## src/rtl/fft_sample_deserializer.sv

```systemverilog
// Serial-to-parallel front end for the FFT sample path: frames a strobed
// bitstream into NUM_BITS-wide words and hands them out on valid/ready,
// flagging mid-word resyncs and words dropped against a full output.
module fft_sample_deserializer #(
  parameter int NUM_BITS  = 16,
  parameter bit SHIFT_MSB = 1'b1,
  parameter int CNT_W     = $clog2(NUM_BITS)
) (
  input  logic                clk,
  input  logic                rst,
  input  logic                serial_in,
  input  logic                bit_strobe,
  input  logic                frame_sync,
  output logic [NUM_BITS-1:0] word_out,
  output logic                word_valid,
  input  logic                word_ready,
  output logic [CNT_W-1:0]    bit_count,
  output logic                overrun,
  output logic                frame_err,
  input  logic                err_clr
);

  localparam logic [0:0]       ST_IDLE  = 1'b0;
  localparam logic [0:0]       ST_SHIFT = 1'b1;
  localparam logic [CNT_W-1:0] CNT_LAST = CNT_W'(NUM_BITS - 1);
  localparam logic [CNT_W-1:0] CNT_ONE  = CNT_W'(1);

  logic [0:0]          r_state;
  logic [CNT_W-1:0]    r_cnt;
  logic [NUM_BITS-1:0] r_sr;
  logic [NUM_BITS-1:0] r_word;
  logic                r_valid;
  logic                r_overrun;
  logic                r_frame_err;

  logic [NUM_BITS-1:0] w_shift;
  logic                w_start;
  logic                w_resync;
  logic                w_complete;
  logic                w_full;

  // Next shift-register value; direction picks which end the first bit lands in.
  always_comb begin
    w_shift = r_sr;
    if (SHIFT_MSB) w_shift = {r_sr[NUM_BITS-2:0], serial_in};
    else           w_shift = {serial_in, r_sr[NUM_BITS-1:1]};
  end

  // Event decode. A sync on a non-zero count beats completion, so a sync on
  // the last bit slot discards the partial word instead of emitting it.
  always_comb begin
    w_start    = bit_strobe && frame_sync;
    w_resync   = bit_strobe && frame_sync && (r_state == ST_SHIFT) && (r_cnt != '0);
    w_complete = bit_strobe && (r_state == ST_SHIFT) && !w_resync && (r_cnt == CNT_LAST);
    w_full     = r_valid && !word_ready;
  end

  // Framing FSM, bit counter and shift register.
  always_ff @(posedge clk) begin
    if (rst) begin
      r_state <= ST_IDLE;
      r_cnt   <= '0;
      r_sr    <= '1;
    end else if (bit_strobe) begin
      if (r_state == ST_IDLE) begin
        if (w_start) begin
          r_state <= ST_SHIFT;
          r_sr    <= w_shift;
          r_cnt   <= CNT_ONE;
        end
      end else begin
        r_sr <= w_shift;
        if (w_resync)        r_cnt <= CNT_ONE;
        else if (w_complete) r_cnt <= '0;
        else                 r_cnt <= r_cnt + CNT_ONE;
      end
    end
  end

  // Output register: load on completion unless a held word is still waiting.
  always_ff @(posedge clk) begin
    if (rst) begin
      r_word  <= '0;
      r_valid <= 1'b0;
    end else if (w_complete && !w_full) begin
      r_word  <= w_shift;
      r_valid <= 1'b1;
    end else if (r_valid && word_ready) begin
      r_valid <= 1'b0;
    end
  end

  // Sticky error flags; a set event in the same cycle as err_clr wins.
  always_ff @(posedge clk) begin
    if (rst) begin
      r_overrun   <= 1'b0;
      r_frame_err <= 1'b0;
    end else begin
      if (err_clr) begin
        r_overrun   <= 1'b0;
        r_frame_err <= 1'b0;
      end
      if (w_complete && w_full) r_overrun   <= 1'b1;
      if (w_resync)             r_frame_err <= 1'b1;
    end
  end

  assign word_out   = r_word;
  assign word_valid = r_valid;
  assign bit_count  = r_cnt;
  assign overrun    = r_overrun;
  assign frame_err  = r_frame_err;

endmodule

```

## config.mk

```make
export PLATFORM = sky130hd
export DESIGN_NAME = fft_sample_deserializer
export DESIGN_NICKNAME = d
export VERILOG_FILES = /design/src/rtl/fft_sample_deserializer.sv
export SDC_FILE = /design/constraint.sdc
export NUM_CORES = 1
export LEC_CHECK = 0
export BUFFER_PORTS_ARGS = -buffer_cell sky130_fd_sc_hd__buf_2
export CAP_MARGIN = 25
export CELL_PAD_IN_SITES_DETAIL_PLACEMENT = 1
export CELL_PAD_IN_SITES_GLOBAL_PLACEMENT = 2
export CORE_MARGIN = 2
export CORE_UTILIZATION = 32
export DETAILED_ROUTE_END_ITERATION = 10
export MAX_ROUTING_LAYER = met4
export PLACE_DENSITY = 0.84
export SLEW_MARGIN = 20
export SYNTH_ARGS = -nofsm -noshare
export SYNTH_HDL_FRONTEND = slang
export SYNTH_SLANG_ARGS = --single-unit
```

## constraint.sdc

```tcl
create_clock -name clk -period 2 [get_ports clk]
set_input_delay 0.2 -clock clk [delete_from_list [all_inputs] [get_ports clk]]
set_output_delay 0.2 -clock clk [all_outputs]
set_load 0.01 [all_outputs]
```

# Yosys cells after proc, flatten, opt, wreduce, memory -nomap -nowiden
# Cells that the tools add are included.
# classes
eq_ne	1
n_reduce_logical	19
addsub	1
mux	13
# ops
op	n
two-way mux 15 bit	2
two-way mux 4 bit	4
logical AND 1 bit	10
nonzero test 2 bit	4
two-way mux 1 bit	7
adder 4 x 1 -> 4 bit, second input constant	1
== test 4 bit, second input constant	1
nonzero test 4 bit	1
zero test 1 bit	3
AND reduction 2 bit	1
# word_totals
reg_bits	39
elab_cells	41
inputBits	7
output_inout_bits	23

# Depth between registers and ports, before layout
# Gate-level depths: netlist of the first run.
# logic_depth
ltp_word	9
ltp_mapped	6
ltp_nobuf	5

# Worst setup path after synthesis of the first run
# OpenSTA, ideal clock, no wires.
# synth_path
path_kind	register to register
start	register r_cnt[1], in the netlist bit_count[1]
end	register r_word[0], in the netlist word_out[0]
path_buffers	2
arrival_time_ps	1504
required_time_ps	1928
path_stages_with_launch	7
setup_ps	72
period_less_slack_ps	1575
setup_slack_ps	425
path_cell_list	dfxtp_1 ha_1 nand3_2 nor4b_2 buf_4 buf_12 mux2i_1
# synth_via
elab_chain_len	6
word_cells_on_any_way	7
cone_classes	eq/ne: 1; reduce/logical: 6
# synth_rtl
item	line_no	text
from (decl)	29	logic [CNT_W-1:0] r_cnt;
from (signal assigned)	75	else r_cnt <= r_cnt + CNT_ONE;
nonzero test 4 bit	53	w_resync = bit_strobe && frame_sync && (r_state == ST_SHIFT) && (r_cnt != '0);
logical AND 1 bit	53	
zero test 1 bit	54	w_complete = bit_strobe && (r_state == ST_SHIFT) && !w_resync && (r_cnt == CNT_LAST);
logical AND 1 bit	54	
logical AND 1 bit *	54	
logical AND 1 bit *	85	end else if (w_complete && !w_full) begin
to (signal assigned)	86	r_word <= w_shift;
to (decl)	31	logic [NUM_BITS-1:0] r_word;
# Mark *: on every way between the ends. The rest lies on a longest branch, timed or not.
# A chain may end at the register's enable or synchronous reset.

# Worst setup path after layout of the first run
# layout_path
start	register r_cnt[1], in the netlist bit_count[1]
end	register r_word[1], in the netlist word_out[1]
# The elaborated chain is that of the path after synthesis.

==> results of run 1 <==
==> flip-flops by register name, summed over array words and instances, names as in the netlist <==
| signal | flops |
|---|---|
| word_out | 16 |
| word_valid | 1 |
| frame_err | 1 |
| r_sr | 15 |
| r_state | 1 |
| bit_count | 4 |
| overrun | 1 |
==> power by group <==
part           switching (mW)  leakage [nW]  internal (mW)
clock                   0.254        0.0513          0.365
combinational          0.0752         0.502         0.0493
sequential             0.0211         0.318          0.803
==> cell families after synthesis <==
logic type / count (synthesis) / share of synthesized area
AO/OA/AOI/OAI: 16 / 0.0711
buffers and inverters: 14 / 0.0479
multiplexers: 16 / 0.102
adder cells (fa/ha/maj): 2 / 0.0160
AND/OR/NAND/NOR: 93 / 0.264
flip-flops: 39 / 0.498
==> path summary, 6_finish.rpt <==
| path | to | slack [ns] | cells after the start |
|---|---|---|---|
| setup / recovery | word_out[1] | 0.40 | 5 |
| hold / removal | r_sr[0] | 0.15 | 3 |
| setup reg to reg | word_out[1] | 0.40 | 5 |
| hold reg to reg | word_out[0] | 0.46 | 2 |
==> worst max-delay path: stages (launching register included) <==
cell and delay (ns):
dfxtp_1 0.39, ha_1 0.25, nand3_2 0.15, nor4b_4 0.33, buf_12 0.22, mux2i_1 0.20
==> metal layers <==
layer  up-vias  routed length [um]  global-route usage
li1        659                   -                   -
met1       609                1540               0.158
met2        22                1590               0.230
met3         6                 159              0.0501
met4         0                  62              0.0606
met5         -                   0                   -
==> per-stage QoR <==
stage | instance area, um^2 | hold WS, ns
floorplan | 1570 | 0.324
global placement | 1820 | 0.441
detailed placement | 1820 | 0.447
CTS | 1920 | 0.144
global route | 1920 | 0.146
finish | 1920 | 0.148
==> layout by cell type, fill, tap and decap left out <==
cell type,synthesis,routed
a211oi_1,1,1
nand2_1,65,65
nand4_1,1,1
bufinv_16,0,1
buf_4,1,2
a31o_2,1,1
a32o_1,1,1
ha_1,2,2
nand2b_1,4,4
buf_2,2,29
nor3_1,1,1
nand3_1,15,15
or4_1,1,1
nor2_1,1,1
nand3_2,1,1
inv_1,3,3
nor4b_4,0,1
or2b_1,1,1
o21a_1,1,1
a221o_1,1,1
mux2i_1,16,16
dfxtp_1,39,39
a21o_1,1,1
buf_12,1,3
o21ai_2,1,1
a21oi_1,6,6
clkbuf_1,6,1
a31oi_1,2,2
or3b_1,1,1
clkbuf_8,0,5
a221oi_1,1,1
or3_1,1,1
==> cell type report <==
| type | count | share of cell area |
|---|---|---|
| flip-flops and latches | 39 | 0.407 |
| multi-input cells | 127 | 0.375 |
| repair buffers | 34 | 0.115 |
| well taps | 67 | 0.0437 |
| clock buffers | 6 | 0.0378 |
| clock inverters | 1 | 0.0157 |
| inverters | 3 | 0.00587 |
==> flow_metrics.py, run 1 <==
metrics = {
    "global_routing": {
        "grt_pass1_wl_um": 5710,
        "antenna_found_initial": 0,
        "overflow": 0,
        "grt_max_degree": 19,
        "track_usage": 0.142,
        "grt_pass1_vias": 1288,
    },
    "clock_network": {
        "cts-resized-gates": 0,
        "post_cts_buffers": 0,
        "clock_sinks": 39,
        "cts_tree": "yes",
        "cts_root_buffer": "clkbuf_8",
        "cts_max_level": 2,
        "clk_latency_ns": 0.29,
        "clockBufferDepth": 2,
        "cts_buffers": 5,
        "postCtsHoldBufs": 0,
        "path_clk_slew_ns": 0.07,
    },
    "synth": {
        "yosysMostFrequentCell": "nand2_1",
        "synth.area.top_cells": "dfxtp_1 50%, nand2_1 16%, mux2i_1 10%",
        "ys_async_sr_fraction": 0,
        "synth_edf_count": 0,
        "synth_top_area_cell": "dfxtp_1",
        "synthTopCellsByCount": "65 x nand2_1, 39 x dfxtp_1, 16 x mux2i_1",
        "ys_seq_elements": 39,
        "synth_cells": 180,
        "netlist_area_um2": 1570,
        "synth_top_area_frac": 0.498,
        "synth_ff_type": "dfxtp_1",
        "ys_warn_count": 0,
        "synth_nets": 189,
        "synth_seq_area_share": 0.498,
        "syn-mean-instance-area_um2": 8.70,
        "ys_types": 31,
    },
    "die": {
        "io_pins": 30,
        "die_h_um": 74.0,
        "fp-row-count": 25,
        "fp.dieArea_um2": 5470,
        "die_w_um": 74.0,
        "initial_core_util": 0.332,
        "coreArea_um2": 4720,
    },
    "placement": {
        "dp_cells": 270,
        "port_buffers": 29,
        "pre_cts_ws_ns": 0.410,
        "gp_congestion": 0.708,
        "post-dp-hpwl_um": 2280,
    },
    "power": {
        "p_leak_nw": 0.872,
        "vdd_drop_max_uv": 349,
        "pwr_density_cell_nw_per_um2": 818,
        "finalPower_mw": 1.57,
    },
    "sta": {
        "hold_viol": 0,
        "setup_slack_ns": 0.403,
        "finalCritPeriodShare": 0.799,
        "setup-violations-final": 0,
        "period_needed_ns": 1.60,
        "max_freq_mhz": 626,
        "drv_slew": 0,
        "maxSlewHeadroom": 0.571,
        "tns_ns": 0,
        "fin_worst_skew_ns": 0.00423,
        "tightestPinTransition_ns": 0.643,
        "grt_setup_unrepaired": "false",
    },
    "setup_path": {
        "path_class": "reg -> reg",
        "start_kind": "flip-flop",
        "setup.worst_path.start": "bit_count[1]",
        "r2r_start": "bit_count[1]",
        "critPathArrivalTime_ns": 1.81,
        "end_kind": "flip-flop",
        "critPathMaxFanout": 16,
        "cp.required_ns": 2.22,
    },
    "routing": {
        "drt_pre_antenna_iters": 4,
        "drt_wl_total_um": 3360,
        "drt-initial-drc-count": 27,
        "drcViolationCount": 0,
        "ant_nets": 0,
        "viasPerCell": 4.68,
        "routedWlPerCell_um": 12.1,
        "vias": 1296,
    },
    "cells_and_area": {
        "area_growth_pct": 22.4,
        "antenna_cells": 0,
        "multiInputGateArea_um2": 719,
        "nFillCells": 566,
        "drive_above_1_share": 0.210,
        "regArea_um2": 781,
        "final_core_util": 0.406,
        "instances_no_fill": 277,
        "nets": 219,
    },
    "run_status": {
        "outcome": "finished clean",
    },
    "min_path": {
        "hold_start": "serial_in",
        "hold_path_class": "in -> reg",
    },
    "run": {
        "maxCapViolCount": 0,
    },
}
(Power assumes the default switching activity.)
==> run 2: changes to the inputs <==
--- a/config.mk
+++ b/config.mk
@@ -5,15 +5,16 @@
 export SDC_FILE = /design/constraint.sdc
 export NUM_CORES = 1
 export LEC_CHECK = 0
+export ABC_AREA = 1
 export BUFFER_PORTS_ARGS = -buffer_cell sky130_fd_sc_hd__buf_2
 export CAP_MARGIN = 25
 export CELL_PAD_IN_SITES_DETAIL_PLACEMENT = 1
 export CELL_PAD_IN_SITES_GLOBAL_PLACEMENT = 2
 export CORE_MARGIN = 2
-export CORE_UTILIZATION = 32
+export CORE_UTILIZATION = 27
 export DETAILED_ROUTE_END_ITERATION = 10
 export MAX_ROUTING_LAYER = met4
-export PLACE_DENSITY = 0.84
+export PLACE_DENSITY = 0.8
 export SLEW_MARGIN = 20
 export SYNTH_ARGS = -nofsm -noshare
 export SYNTH_HDL_FRONTEND = slang
==> constraint.sdc (replaced) <==
create_clock -name clk -period 1.35 [get_ports clk]
set_input_delay 0.135 -clock clk [delete_from_list [all_inputs] [get_ports clk]]
set_output_delay 0.135 -clock clk [all_outputs]
set_load 0.01 [all_outputs]
==> run 2 against run 1 <==
Effect of this change: the flow now finishes with violations (setup timing); via count is 24% higher; utilization decreased by 3.8 points; non-clock buffer count rose by 11; largest power group unchanged.
==> flow_metrics.py, run 2 <==
metrics = {
    "sta": {
        "tightestPinTransition_ns": 0.262,
        "drv_slew": 0,
        "maxSlewHeadroom": 0.825,
        "hold_viol": 0,
        "fin_worst_skew_ns": 0.00577,
        "period_needed_ns": 1.37,
        "setup_slack_ns": -0.0155,
        "finalCritPeriodShare": 1.01,
        "grt_setup_unrepaired": "true",
        "max_freq_mhz": 732,
        "setup-violations-final": 1,
        "hold_ws_ns": 0.0997,
    },
    "global_routing": {
        "grt_max_degree": 31,
        "antenna_found_initial": 0,
        "grt_pass1_vias": 1579,
        "overflow": 0,
        "grt_pass1_wl_um": 7290,
        "track_usage": 0.132,
    },
    "power": {
        "p_leak_nw": 1.20,
        "vdd_drop_max_uv": 589,
        "pwr_density_cell_nw_per_um2": 952,
        "finalPower_mw": 2.21,
    },
    "setup_path": {
        "critPathMaxFanout": 8,
        "cp.required_ns": 1.59,
        "cpPeakStageDelay_ns": 0.38,
        "start_kind": "flip-flop",
        "timing.rr.end": "word_out[5]",
        "r2r_cells": 8,
        "critPathArrivalTime_ns": 1.60,
        "path_class": "reg -> reg",
        "path_cells": "ha_4 > nand3_4 > nor2_8 > nand3_4 > clkbuf_16 > nand2_2 > inv_1 > nor2_1",
        "r2r_start": "bit_count[1]",
        "end_kind": "flip-flop",
        "reg2reg_slack_ns": -0.02,
        "cpMostUsedCell": "nand3_4",
        "slowest_stage": "dfxtp_4",
    },
    "die": {
        "die_w_um": 84.4,
        "io_pins": 30,
        "die_h_um": 84.4,
        "initial_core_util": 0.276,
        "coreArea_um2": 6310,
        "fp.dieArea_um2": 7120,
        "fp-row-count": 29,
    },
    "min_path": {
        "worst_hold_path.num_cells": 4,
        "hold_path_class": "in -> reg",
        "hold_end": "overrun",
        "hold_start": "err_clr",
    },
    "placement": {
        "post-dp-hpwl_um": 2920,
        "dp_cells": 348,
        "dpl-instance-area_um2": 2040,
        "port_buffers": 29,
        "gp_congestion": 0.747,
        "pre_cts_ws_ns": -0.103,
    },
    "synth": {
        "netlist_area_um2": 1750,
        "synth_cells": 243,
        "ys_seq_elements": 39,
        "synth_seq_area_share": 0.447,
        "yosysMostFrequentCell": "inv_1",
        "synth.area.top_cells": "dfxtp_1 45%, inv_1 13%, nand2_1 8.4%",
        "synthTopCellsByCount": "59 x inv_1, 39 x dfxtp_1, 39 x nand2_1",
        "ys_warn_count": 0,
        "synth_ff_type": "dfxtp_1",
        "synth_top_area_cell": "dfxtp_1",
        "synth_edf_count": 0,
        "ys_types": 18,
        "ys_async_sr_fraction": 0,
        "synth_top_area_frac": 0.447,
        "synth_nets": 252,
        "syn-mean-instance-area_um2": 7.18,
    },
    "cells_and_area": {
        "area_growth_pct": 33.0,
        "instances_no_fill": 362,
        "drive_above_1_share": 0.302,
        "mostFrequentLayoutCell": "inv_1",
        "largest_register_ffs": 16,
        "final_cell_mix": "52 x inv_1, 36 x dfxtp_1, 34 x nand2_1",
        "antenna_cells": 0,
        "final_area_um2": 2320,
        "nets": 293,
        "nFillCells": 795,
    },
    "clock_network": {
        "cts_buffers": 5,
        "clk_latency_ns": 0.30,
        "cts_max_level": 2,
        "clockBufferDepth": 2,
        "clock_sinks": 39,
        "cts_root_buffer": "clkbuf_8",
        "path_clk_slew_ns": 0.08,
        "postCtsHoldBufs": 0,
        "cts_tree": "yes",
    },
    "routing": {
        "drt_pre_antenna_iters": 3,
        "drcViolationCount": 0,
        "vias": 1609,
        "drt_wl_total_um": 4490,
        "routedWlPerCell_um": 12.4,
        "drt-initial-drc-count": 61,
        "viasPerCell": 4.44,
        "ant_nets": 0,
    },
    "run_status": {
        "outcome": "finished with violations",
        "violations": "setup timing",
    },
    "run": {
        "maxCapViolCount": 0,
    },
}
## run 2: cell types whose count changed after synthesis, sizes merged, moves of 2 or more
cell and delta:
inv +56, nor2 +19, a21oi +17, nand2 -17, mux2i -16, nand4 +15, o21ai +15, nand3 -10
nand2b -4, a31oi -2
## run 2: stage by stage
stage,TNS (ns),utilization
final,-0.0155,0.368
after global routing,-1.05,0.368
after CTS,0,0.343
after detailed placement,-1.48,0.323
after global placement,-0.468,0.323
after floorplan,0,-
## run 2: worst max path at each step
stage / startpoint / end / slack [ns] / depth (start not counted)
floorplan: bit_count[1] / word_out[0] / 0.009 / 8
global placement: bit_count[0] / word_out[3] / -0.04 / 8
detailed placement: bit_count[1] / word_out[5] / -0.10 / 7
CTS: bit_count[0] / bit_count[0] / 0.03 / 8
global route: bit_count[1] / word_out[14] / -0.08 / 8
finish: bit_count[1] / word_out[5] / -0.02 / 8
## run 2: cell families (layout without fill, tap and decap cells)
family | Yosys count | in the layout | share of synthesized area
compound gates | 40 | 40 | 0.116
fa+ha+maj | 2 | 2 | 0.0143
buf+inv | 71 | 113 | 0.161
flops | 39 | 39 | 0.447
simple gates | 91 | 91 | 0.262
## run 2: what timing repair did
| item | in CTS | in global routing |
|---|---|---|
| gates resized for setup | 5 | 25 |
| buffers inserted | 1 | 3 |
| setup endpoints to repair | 18 | 20 |
| pin swaps | 0 | 5 |
| gates cloned | 0 | 2 |
## run 2: layout make-up
cell class,instances,area (um^2),share of cell area
clock inverters,3,15.0,0.00647
inverters,60,225,0.0970
clock buffers,5,68.8,0.0296
flip-flops and latches,39,790,0.340
well taps,77,96.3,0.0415
multi-input cells,133,766,0.330
repair buffers,45,362,0.156
## run 2: routing by layer
layer	global-route usage	share of wire	wire [um]	up-vias
met5	-	0	0	-
met4	0.0476	0.017	78	0
met3	0.0364	0.029	131	6
met2	0.225	0.50	2240	25
met1	0.148	0.45	2040	751
li1	-	-	-	827
## run 2: power breakdown
| part | total, mW | switching, mW | internal (mW) | leakage, nW |
|---|---|---|---|---|
| sequential | 1.22 | 0.0247 | 1.19 | 0.320 |
| combinational | 0.203 | 0.124 | 0.0792 | 0.831 |
| clock | 0.792 | 0.438 | 0.354 | 0.0477 |
## run 2: critical path, delay by kind of cell, from the launching register on
| kind | cells | cell delay (ns) |
|---|---|---|
| and+or+nand+nor | 5 | 0.52 |
| DFF | 1 | 0.38 |
| adders and majority gates | 1 | 0.16 |
| buffers and inverters | 2 | 0.23 |
